$ cat src/rtl/max_pool_stage_pkg.sv
// Shared constants, FSM state type and helpers for the 2x2 max-pool stage.
// Imported by the interface and the stage module.
package pool_pkg;

    localparam int PIX_W      = 8;
    localparam int FRAME_ROWS = 4;
    localparam int FRAME_COLS = 8;
    localparam int NUM_POOLED = 8;

    typedef enum logic {
        FILL = 1'b0,
        HOLD = 1'b1
    } pool_state_e;

    // Unsigned maximum of two pixels.
    function automatic logic [PIX_W-1:0] max2(
        input logic [PIX_W-1:0] a,
        input logic [PIX_W-1:0] b
    );
        return (a > b) ? a : b;
    endfunction

endpackage

$ cat src/rtl/max_pool_stage_if.sv
// Pixel-in / pooled-frame-out bundle for the max-pool stage.
// master drives pixels and consumes frames; slave is the stage.
interface max_pool_stage_if;
    import pool_pkg::*;

    logic                             in_valid;
    logic [PIX_W-1:0]                 in_pixel;
    logic                             in_last;
    logic                             in_ready;
    logic                             out_valid;
    logic                             out_ready;
    logic [NUM_POOLED-1:0][PIX_W-1:0] pooledPixelArray;
    logic                             err_frame;

    modport master (
        output in_valid,
        output in_pixel,
        output in_last,
        input  in_ready,
        input  out_valid,
        output out_ready,
        input  pooledPixelArray,
        input  err_frame
    );

    modport slave (
        input  in_valid,
        input  in_pixel,
        input  in_last,
        output in_ready,
        output out_valid,
        input  out_ready,
        output pooledPixelArray,
        output err_frame
    );

endinterface

$ cat src/rtl/max_pool_stage.sv
// 2x2 stride-2 max pooling over a 4x8 raster frame, producing 8 pooled
// pixels held until the downstream consumer takes the whole frame.
module max_pool_stage
    import pool_pkg::*;
(
    input  logic               clk,
    input  logic               rst,
    max_pool_stage_if.slave    bus
);

    pool_state_e                      state_q, state_d;
    logic [2:0]                       col_q, col_d;
    logic [1:0]                       row_q, row_d;
    logic [PIX_W-1:0]                 h_q, h_d;
    logic [3:0][PIX_W-1:0]            lb_q, lb_d;
    logic [NUM_POOLED-1:0][PIX_W-1:0] arr_q, arr_d;
    logic                             err_q, err_d;

    logic             at_end;
    logic [PIX_W-1:0] hmax;
    logic [1:0]       cp;

    assign at_end = (row_q == 2'd3) && (col_q == 3'd7);
    assign cp     = col_q[2:1];
    assign hmax   = max2(h_q, bus.in_pixel);

    assign bus.in_ready         = (state_q == FILL);
    assign bus.out_valid        = (state_q == HOLD);
    assign bus.pooledPixelArray = arr_q;
    assign bus.err_frame        = err_q;

    // Next state: accept pixels in FILL, pool them, hold frame until taken.
    always_comb begin
        state_d = state_q;
        col_d   = col_q;
        row_d   = row_q;
        h_d     = h_q;
        lb_d    = lb_q;
        arr_d   = arr_q;
        err_d   = 1'b0;
        unique case (state_q)
            FILL: begin
                if (bus.in_valid) begin
                    err_d = (bus.in_last != at_end);
                    if (bus.in_last && !at_end) begin
                        // Early end marker: drop the partial frame.
                        col_d = 3'd0;
                        row_d = 2'd0;
                    end else begin
                        if (!col_q[0]) begin
                            h_d = bus.in_pixel;
                        end else if (!row_q[0]) begin
                            lb_d[cp] = hmax;
                        end else begin
                            arr_d[{row_q[1], cp}] = max2(lb_q[cp], hmax);
                        end
                        col_d = col_q + 3'd1;
                        if (col_q == 3'd7) begin
                            row_d = row_q + 2'd1;
                        end
                        if (at_end) begin
                            state_d = HOLD;
                        end
                    end
                end
            end
            HOLD: begin
                if (bus.out_ready) begin
                    state_d = FILL;
                end
            end
        endcase
    end

    // State and datapath registers with synchronous reset.
    always_ff @(posedge clk) begin
        if (rst) begin
            state_q <= FILL;
            col_q   <= '0;
            row_q   <= '0;
            h_q     <= '0;
            lb_q    <= '0;
            arr_q   <= '0;
            err_q   <= 1'b0;
        end else begin
            state_q <= state_d;
            col_q   <= col_d;
            row_q   <= row_d;
            h_q     <= h_d;
            lb_q    <= lb_d;
            arr_q   <= arr_d;
            err_q   <= err_d;
        end
    end

endmodule

$ cat src/flat_wrapper.sv
// flat-port wrapper written by rule: the top's interface ports become plain ports
module max_pool_stage_flat import pool_pkg::*;
  (clk, rst, bus_in_valid, bus_in_pixel, bus_in_last, bus_in_ready, bus_out_valid, bus_out_ready, bus_pooledPixelArray, bus_err_frame);
  max_pool_stage_if bus_i ();
  input  logic clk;
  input  logic rst;
  input wire logic [$bits(bus_i.in_valid)-1:0] bus_in_valid;
  input wire logic [$bits(bus_i.in_pixel)-1:0] bus_in_pixel;
  input wire logic [$bits(bus_i.in_last)-1:0] bus_in_last;
  output wire logic [$bits(bus_i.in_ready)-1:0] bus_in_ready;
  output wire logic [$bits(bus_i.out_valid)-1:0] bus_out_valid;
  input wire logic [$bits(bus_i.out_ready)-1:0] bus_out_ready;
  output wire logic [$bits(bus_i.pooledPixelArray)-1:0] bus_pooledPixelArray;
  output wire logic [$bits(bus_i.err_frame)-1:0] bus_err_frame;
  assign bus_i.in_valid = bus_in_valid;
  assign bus_i.in_pixel = bus_in_pixel;
  assign bus_i.in_last = bus_in_last;
  assign bus_in_ready = bus_i.in_ready;
  assign bus_out_valid = bus_i.out_valid;
  assign bus_i.out_ready = bus_out_ready;
  assign bus_pooledPixelArray = bus_i.pooledPixelArray;
  assign bus_err_frame = bus_i.err_frame;
  max_pool_stage u_core (.clk(clk), .rst(rst), .bus(bus_i));
endmodule
$ cat config.mk
export PLATFORM = sky130hd
export DESIGN_NAME = max_pool_stage_flat
export DESIGN_NICKNAME = d
export VERILOG_FILES = /design/src/rtl/max_pool_stage_pkg.sv /design/src/rtl/max_pool_stage_if.sv /design/src/rtl/max_pool_stage.sv /design/src/flat_wrapper.sv
export SDC_FILE = /design/constraint.sdc
export NUM_CORES = 1
export LEC_CHECK = 0
export CELL_PAD_IN_SITES_DETAIL_PLACEMENT = 1
export CELL_PAD_IN_SITES_GLOBAL_PLACEMENT = 1
export CORE_MARGIN = 3
export CORE_UTILIZATION = 37
export DETAILED_ROUTE_END_ITERATION = 12
export PLACE_DENSITY = 0.71
export SLEW_MARGIN = 15
export SYNTH_ARGS = -nofsm -noshare
export SYNTH_HDL_FRONTEND = slang
export SYNTH_SLANG_ARGS = --single-unit
export TNS_END_PERCENT = 5
$ cat constraint.sdc
create_clock -name clk -period 3.53 [get_ports clk]
set_clock_uncertainty 0.2 [all_clocks]
set_input_delay 0.353 -clock clk [delete_from_list [all_inputs] [get_ports clk]]
set_output_delay 0.353 -clock clk [all_outputs]
set_load 0.05 [all_outputs]
# == Word level (Yosys, flattened, before mapping) ==
# Index checks and enable logic that the tools add are counted.
# Widths: inputs -> output; s select.
# op_classes
magnitude_cmp,6
n_addsub,2
eq_ne,3
muxes,18
n_bitwise,5
n_reduce_logical,12
# ops
op,count
$bwmux 64,1
$mux 8,5
$bwmux 32,1
$demux 8 s3,1
$bmux 8 s2,1
$demux 8 s2,1
$gt 8x8->1,2
$reduce_and 5->1,2
$not 1->1,5
$logic_and 1x1->1,4
$lt 3x4->1 const B,1
$mux 1,4
$mux 2,2
$reduce_and 4->1,1
$add 3x1->3 const B,1
$eq 3x3->1 const B,1
$ge 3x1->1 const B,1
$lt 2x3->1 const B,1
$mux 3,1
$reduce_and 3->1,1
$reduce_or 3->1,1
$add 2x1->2 const B,1
$eq 2x2->1 const B,1
$ge 2x1->1 const B,1
5 further kinds,5
# word_totals
wordCells,63
ff_bits,111
inputBits,13

# == Longest topological paths before layout ==
# Gate-level depths: netlist of the first run.
# depth
ltp_word,7
mapped_depth,17
ltp_nobuf,15

# == Least setup slack after synthesis of the first run ==
# Ideal clock, no wire load.
# synth_path
path_type,input -> register
from,input bus_in_pixel[1]
to,"register u_core.arr_q, in the netlist u_core.bus.pooledPixelArray[13]"
t_arrival_ps,3315
cell_stages,15
setup_slack_ps,-118
n_path_buf,1
cell_sequence,inv_1 -> ha_1 -> nor2b_1 -> o211a_1 -> o211a_1 -> nor2_1 -> o21a_1 -> ha_1 -> a211oi_1 -> nor2_1 -> o31ai_2 -> or2_1 -> buf_4 -> o211a_1 -> o31ai_1
# synth_via
elab_chain_cells,5
# synth_rtl
item,line_no,source
from (decl),flat_wrapper.sv:8,input wire logic [$bits(bus_i.in_pixel)-1:0] bus_in_pixel;
$gt 8x8->1,max_pool_stage_pkg.sv:20,return (a > b) ? a : b;
$mux 8 (*),max_pool_stage_pkg.sv:20,
$gt 8x8->1,max_pool_stage_pkg.sv:20,
$mux 8 (*),max_pool_stage_pkg.sv:20,
$bwmux 64 (*),max_pool_stage.sv:55,"arr_d[{row_q[1], cp}] = max2(lb_q[cp], hmax);"
to (signal assigned),max_pool_stage.sv:91,arr_q <= arr_d;
to (decl),max_pool_stage.sv:16,"logic [NUM_POOLED-1:0][PIX_W-1:0] arr_q, arr_d;"
# Mark *: on every way between the ends. The rest lies on a longest branch, timed or not.
# A chain may end at the register's enable or synchronous reset.

# == Worst setup path after layout of the first run ==
# layout_path
from,register u_core.h_q[1]
to,"register u_core.arr_q, in the netlist u_core.bus.pooledPixelArray[24]"
# layout_via
elab_chain_cells,5
# layout_rtl
item,line_no,source
from (decl),max_pool_stage.sv:14,"logic [PIX_W-1:0] h_q, h_d;"
from (signal assigned),max_pool_stage.sv:81,h_q <= '0;
from (signal assigned),max_pool_stage.sv:89,h_q <= h_d;
$gt 8x8->1,max_pool_stage_pkg.sv:20,
$mux 8 (*),max_pool_stage_pkg.sv:20,
$gt 8x8->1,max_pool_stage_pkg.sv:20,
$mux 8 (*),max_pool_stage_pkg.sv:20,
$bwmux 64 (*),max_pool_stage.sv:55,
# Marks and branches as above.

==> results of run 1 <==
## cell usage in the layout (no fill, tap or decap), types with 11 or more instances in the layout
master           count
dfxtp_1            107
buf_4               94
clkdlybuf4s50_1     70
nand3b_1            64
nor2_1              45
nand2_1             36
a211oi_1            32
o31ai_2             18
o211ai_1            17
o221ai_1            14
o31ai_1             13
a21oi_1             12
ha_1                11
## metal layers
layer | up-vias | global-route usage | wire length, um
met5 | - | 0 | 0
met4 | 0 | 0.100 | 709
met3 | 43 | 0.0358 | 973
met2 | 145 | 0.418 | 9970
met1 | 2629 | 0.298 | 8380
li1 | 2379 | - | -
## final cells by class
class	count	area, um2	share of cell area
Multi-Input combinational cell	393	3310	0.430
Clock buffer	9	225	0.0293
Tap cell	176	220	0.0286
Inverter	15	56.3	0.00732
Sequential cell	111	2230	0.289
Timing Repair Buffer	180	1570	0.204
Clock inverter	7	82.6	0.0107
## final timing paths
path         cells past startpoint                       startpoint  slack (ps)                               to
max                             15                    u_core.h_q[1]         -80  u_core.bus.pooledPixelArray[24]
max reg2reg                     15                    u_core.h_q[1]         -80  u_core.bus.pooledPixelArray[24]
min                              4                  bus_in_pixel[0]         280                    u_core.h_q[0]
min reg2reg                      2  u_core.bus.pooledPixelArray[23]         300  u_core.bus.pooledPixelArray[23]
## power by group through the flow
stage	Combinational [mW]	Clock [mW]	Sequential, mW
CTS	0.320	1.06	1.27
global route	0.405	1.11	1.27
global placement	0.260	0	1.29
floorplan	0.134	0	1.30
finish	0.385	1.04	1.27
detailed placement	0.267	0	1.30
## repair_timing
action                     CTS  global route
resized for setup           62            60
hold buffers                 0             0
setup endpoints to repair   64            80
pin swaps                   18            21
setup buffers               15            10
gates cloned                 1             1
## stage by stage
stage	utilization	setup slack [ps]	total power [mW]	setup TNS, ps	cells
CTS	0.540	18.1	2.64	0	880
finish	0.568	-81.6	2.69	-1070	891
floorplan	-	-20.2	1.43	-429	559
global route	0.568	-165	2.78	-7340	891
global placement	0.491	-868	1.56	-44720	848
detailed placement	0.491	-951	1.56	-50650	848
## logic make-up (layout without fill, tap and decap cells)
kind of cell | Yosys count | after routing
AND/OR/NAND/NOR | 224 | 225
AO/OA/AOI/OAI | 139 | 140
multiplexers | 8 | 8
flip-flops | 111 | 111
adder cells (fa/ha/maj) | 20 | 20
buffers and inverters | 57 | 211
## flip-flops by register name, summed over array words and instances, names as in the netlist
signal	count
u_core.bus.pooledPixelArray	64
u_core.col_q	3
u_core.lb_q	32
u_core.bus.err_frame	1
u_core.bus.out_valid	1
u_core.h_q	8
u_core.row_q	2
## critical path: cells and delay by family, from the launching register on
kind,cells,cell delay (ps)
AOI/OAI and AO/OA,4,730
and+or+nand+nor,7,1450
DFF,1,370
buffers and inverters,2,320
adders and majority gates,2,490
==> flow_metrics.env, run 1 <==
export IMPL_status="finished with violations"
export IMPL_violations="setup timing"
export IMPL_track_usage=0.240
export IMPL_yosysTopAreaCell="dfxtp_1"
export IMPL_slowest_delay_ps=400
export IMPL_area_growth_synth_to_final_pct=46.7
export IMPL_cts_tree="yes"
export IMPL_p_switching_mw=0.746
export IMPL_grt_antenna_before_repair=0
export IMPL_maxSlewHeadroom=0.431
export IMPL_synth_distinct_cells=52
export IMPL_synth_seq_cells=111
export IMPL_rsz0062_at_grt="yes"
export IMPL_dr_pass1_iters=4
export IMPL_cts_buffers=9
export IMPL_finalNetCount=743
export IMPL_synth_top_area_share=0.423
export IMPL_synth_fa_ha_area_frac=0.0477
export IMPL_hold_slack_ps=283
export IMPL_path_clk_slew_ps=90
export IMPL_syn_nets=592
export IMPL_synth_xor_xnor_area_share=0
export IMPL_htree_levels=3
export IMPL_crit_chain="ha_4 > nor2b_4 > o211a_4 > o211ai_4 > nand3_2 > and2_4 > ha_1 > and2_4 > o21ai_1 > nor4bb_2 > buf_4 > buf_4 > or3_4 > or2_2 > o211ai_1"
export IMPL_fin_crit_sh=1.02
export IMPL_numClockSinks=111
export IMPL_finalSetupViolCount=47
export IMPL_stdcell_area_mm2=0.00770
export IMPL_path_class="reg2reg"
export IMPL_synth_compound_area_share=0.199
export IMPL_layout_drive_gt1_share=0.320
export IMPL_cts_root_buf="clkbuf_16"
export IMPL_fp_dieH_um=125
export IMPL_critPathCaptureType="register"
export IMPL_drv_slew=0
export IMPL_grt_pass1_vias=5455
export IMPL_grt_pass1_wl_mm=30.4
export IMPL_dieArea_mm2=0.0156
export IMPL_synth_mux_area_frac=0.0358
export IMPL_vias_per_cell=5.83
export IMPL_fmax_mhz=277
export IMPL_rows=42
export IMPL_p_seq_frac=0.471
export IMPL_ys_seq_area_frac=0.423
export IMPL_switching_share=0.277
export IMPL_dp_hpwl_mm=12.9
export IMPL_yosysMostFrequentCell="dfxtp_1"
export IMPL_worstSkewPairLatency_ps=360
export IMPL_postPlaceCellArea_mm2=0.00666
export IMPL_yosysWarnings=0
export IMPL_cp_max_fo=6
export IMPL_hold_class="in2reg"
export IMPL_synthSimpleGateAreaFrac=0.249
export IMPL_maxCapViolCount=0
export IMPL_antenna_left=0
export IMPL_clockBufferDepth=2
export IMPL_gp_congestion=0.844
export IMPL_grt_max_degree=51
export IMPL_num_antenna_cells=0
export IMPL_internal_power_mw=1.95
export IMPL_setup_ws_ps=-81.6
export IMPL_synth_area_top_cells="dfxtp_1 42%, nand3b_1 9.2%, ha_1 4.8%, a211oi_1 4.7%, o31ai_1 4.6%"
export IMPL_finalHoldViolations=0
export IMPL_ir_drop_mv=0.322
export IMPL_initialDrtViolationCount=372
export IMPL_synth_common_cells="111 x dfxtp_1, 64 x nand3b_1, 51 x nor2_1"
export IMPL_synth_top_flop_cell="dfxtp_1"
export IMPL_worstMarginPinSlew_ps=854
export IMPL_coreArea_mm2=0.0136
export IMPL_worstPathRequired_ps=3630
export IMPL_cp_slowest_cell="or3_4"
export IMPL_clock_power_share=0.386
export IMPL_synth_edf_count=0
export IMPL_drcViolationCount=0
export IMPL_synth_top_family_by_area="simple AND/OR/NAND/NOR gates"
export IMPL_layout_min_cycle_time_ps=3610
export IMPL_wl_mm=20.0
export IMPL_arrival_ps=3710
export IMPL_vias=5196
export IMPL_synthCells=559
export IMPL_cellLeakagePower_nw=2.75
export IMPL_combPwrFrac=0.143
export IMPL_nFillCells=1485
export IMPL_p_per_area_mw_per_mm2=350
export IMPL_async_flop_share=0
export IMPL_syn_area_mm2=0.00525
export IMPL_gr_total_overflow=0
export IMPL_routedWlPerCell_um=22.5
export IMPL_io_pins=80
export IMPL_start_util=0.387
export IMPL_die_w_um=125
export IMPL_avgSynthCellArea_um2=9.39
export IMPL_numPortBuffers=79
export IMPL_startpoint_type="register"
(Power assumes the default switching activity.)
==> run 2, diff against run 1 <==
--- a/config.mk
+++ b/config.mk
@@ -8,11 +8,11 @@
 export CELL_PAD_IN_SITES_DETAIL_PLACEMENT = 1
 export CELL_PAD_IN_SITES_GLOBAL_PLACEMENT = 1
 export CORE_MARGIN = 3
-export CORE_UTILIZATION = 37
+export CORE_UTILIZATION = 45
 export DETAILED_ROUTE_END_ITERATION = 12
-export PLACE_DENSITY = 0.71
+export PLACE_DENSITY = 0.82
 export SLEW_MARGIN = 15
 export SYNTH_ARGS = -nofsm -noshare
 export SYNTH_HDL_FRONTEND = slang
 export SYNTH_SLANG_ARGS = --single-unit
-export TNS_END_PERCENT = 5
+export TNS_END_PERCENT = 10
==> constraint.sdc (replaced) <==
create_clock -name clk -period 4.3 [get_ports clk]
set_clock_uncertainty 0.2 [all_clocks]
set_input_delay 0.43 -clock clk [delete_from_list [all_inputs] [get_ports clk]]
set_output_delay 0.43 -clock clk [all_outputs]
set_load 0.05 [all_outputs]
==> run 2 against run 1 <==
- the flow now finishes without violations
- register-to-register slack gained 580 ps
- via count shrank 7.3%
- hold slack lost 22 ps
- first-iteration DRC count shrank 7.3%
- setup slack gained 320 ps
- utilization grew 4.0 points
- critical endpoint is now u_core.bus.pooledPixelArray[26]
- largest cell class unchanged
- largest power group unchanged
==> flow_metrics.env, run 2 (synthesis gave the netlist of run 1 again) <==
export IMPL_status="finished, final reports clean"
export IMPL_dp_cells=789
export IMPL_grt_pass1_wl_mm=28.0
export IMPL_multiInputGateArea_mm2=0.00280
export IMPL_area_growth_synth_to_final_pct=28.8
export IMPL_post_cts_buffers=0
export IMPL_cellLeakagePower_nw=2.41
export IMPL_track_usage=0.276
export IMPL_finalSetupViolCount=0
export IMPL_vias_per_cell=5.99
export IMPL_ir_drop_mv=0.330
export IMPL_finalHoldViolations=0
export IMPL_crit_family="simple AND/OR/NAND/NOR gates"
export IMPL_utilization=0.608
export IMPL_critPathCaptureType="register"
export IMPL_largest_reg_flops=64
export IMPL_crit_buf_inv=4
export IMPL_p_per_area_mw_per_mm2=314
export IMPL_initialDrtViolationCount=345
export IMPL_slowest_delay_ps=480
export IMPL_fin_crit_sh=0.944
export IMPL_cts_tree="yes"
export IMPL_fin_setup_tns_ps=0
export IMPL_final_common_cell="dfxtp_1"
export IMPL_maxSlewHeadroom=0.332
export IMPL_startpoint_type="primary input"
export IMPL_grt_pass1_vias=5103
export IMPL_antenna_left=0
export IMPL_cp_max_fo=7
export IMPL_worstMarginPinSlew_ps=1000
export IMPL_htree_levels=3
export IMPL_dr_pass1_iters=4
export IMPL_path_clk_slew_ps=70
export IMPL_crit_chain="clkdlybuf4s50_1 > inv_1 > ha_1 > nor2b_1 > o211a_1 > o211a_1 > o21ai_0 > and2_1 > ha_1 > and4_1 > nand4_1 > o31ai_2 > buf_4 > or3b_1 > buf_4 > or2_1 > o211ai_2"
export IMPL_fmax_mhz=246
export IMPL_rows=38
export IMPL_dieArea_mm2=0.0130
export IMPL_arrival_ps=4160
export IMPL_layout_min_cycle_time_ps=4060
export IMPL_worstPathRequired_ps=4400
export IMPL_dp_hpwl_mm=12.5
export IMPL_cts_buffers=9
export IMPL_worstSkewPairLatency_ps=360
export IMPL_wl_mm=17.3
export IMPL_vias=4819
export IMPL_clockBufferDepth=2
export IMPL_hold_class="reg2reg"
export IMPL_coreArea_mm2=0.0111
export IMPL_dp_slack_ps=-267
export IMPL_numClockSinks=111
export IMPL_maxCapViolCount=0
export IMPL_hold_slack_ps=261
export IMPL_finalNetCount=693
export IMPL_rsz0062_at_grt="no"
export IMPL_path_class="in2reg"
export IMPL_gp_congestion=0.910
export IMPL_nFillCells=1249
export IMPL_routedWlPerCell_um=21.5
export IMPL_num_antenna_cells=0
export IMPL_layout_drive_gt1_share=0.147
export IMPL_start_util=0.472
export IMPL_ff_latch_area_mm2=0.00222
export IMPL_io_pins=80
export IMPL_grt_max_degree=60
export IMPL_most_common_layout_cells="111 x dfxtp_1, 78 x clkdlybuf4s50_1, 64 x nand3b_1"
export IMPL_drv_slew=0
export IMPL_fin_cells=805
export IMPL_gr_total_overflow=0
export IMPL_die_w_um=114
export IMPL_numPortBuffers=79
export IMPL_cp_slowest_cell="clkdlybuf4s50_1"
export IMPL_setup_ws_ps=242
export IMPL_cts_root_buf="clkbuf_16"
export IMPL_drcViolationCount=0
export IMPL_grt_antenna_before_repair=0
export IMPL_fp_dieH_um=114
export IMPL_hold_buffers=0
## run 2: final cells by class
class                   count  area share
clock inverters             5     0.00796
inverters                  15     0.00833
repair buffers            132       0.177
multi-input cells         391       0.415
flip-flops and latches    111       0.329
clock buffers              11      0.0374
well taps                 140      0.0259
## run 2: what timing repair did
action	in CTS	in global routing
endpoints found under the setup margin	0	45
endpoints found under the hold margin	0	0
gates resized for setup	0	3
## run 2: final timing paths
path	start	endpoint	slack, ps	cells after the start
max	bus_in_pixel[1]	u_core.bus.pooledPixelArray[26]	240	17
min	u_core.h_q[0]	u_core.h_q[0]	260	2
max reg2reg	u_core.h_q[1]	u_core.bus.pooledPixelArray[26]	500	15
min reg2reg	u_core.h_q[0]	u_core.h_q[0]	260	2
## run 2: worst min-delay path: cells and delay by family, from the launching register on
kind | cells | cell delay [ps]
flip-flops | 1 | 310
AO/OA/AOI/OAI | 1 | 50
AND/OR/NAND/NOR | 1 | 50
## run 2: metal layers
layer | share of wire | GRT usage
met5 | 0 | 0
met4 | 0.030 | 0.107
met3 | 0.052 | 0.0541
met2 | 0.50 | 0.478
met1 | 0.42 | 0.337
## run 2: power by group
group	total, mW	switching (mW)	internal, mW
clock	0.875	0.392	0.483
sequential	1.04	0.00741	1.03
combinational	0.210	0.121	0.0887
total	2.13	0.520	1.61
## run 2: through the flow
stage	area [um2]	total power, mW
after floorplan	5250	1.17
after global placement	6440	1.26
after detailed placement	6440	1.27
after CTS	6740	2.14
after global routing	6760	2.20
final	6760	2.13
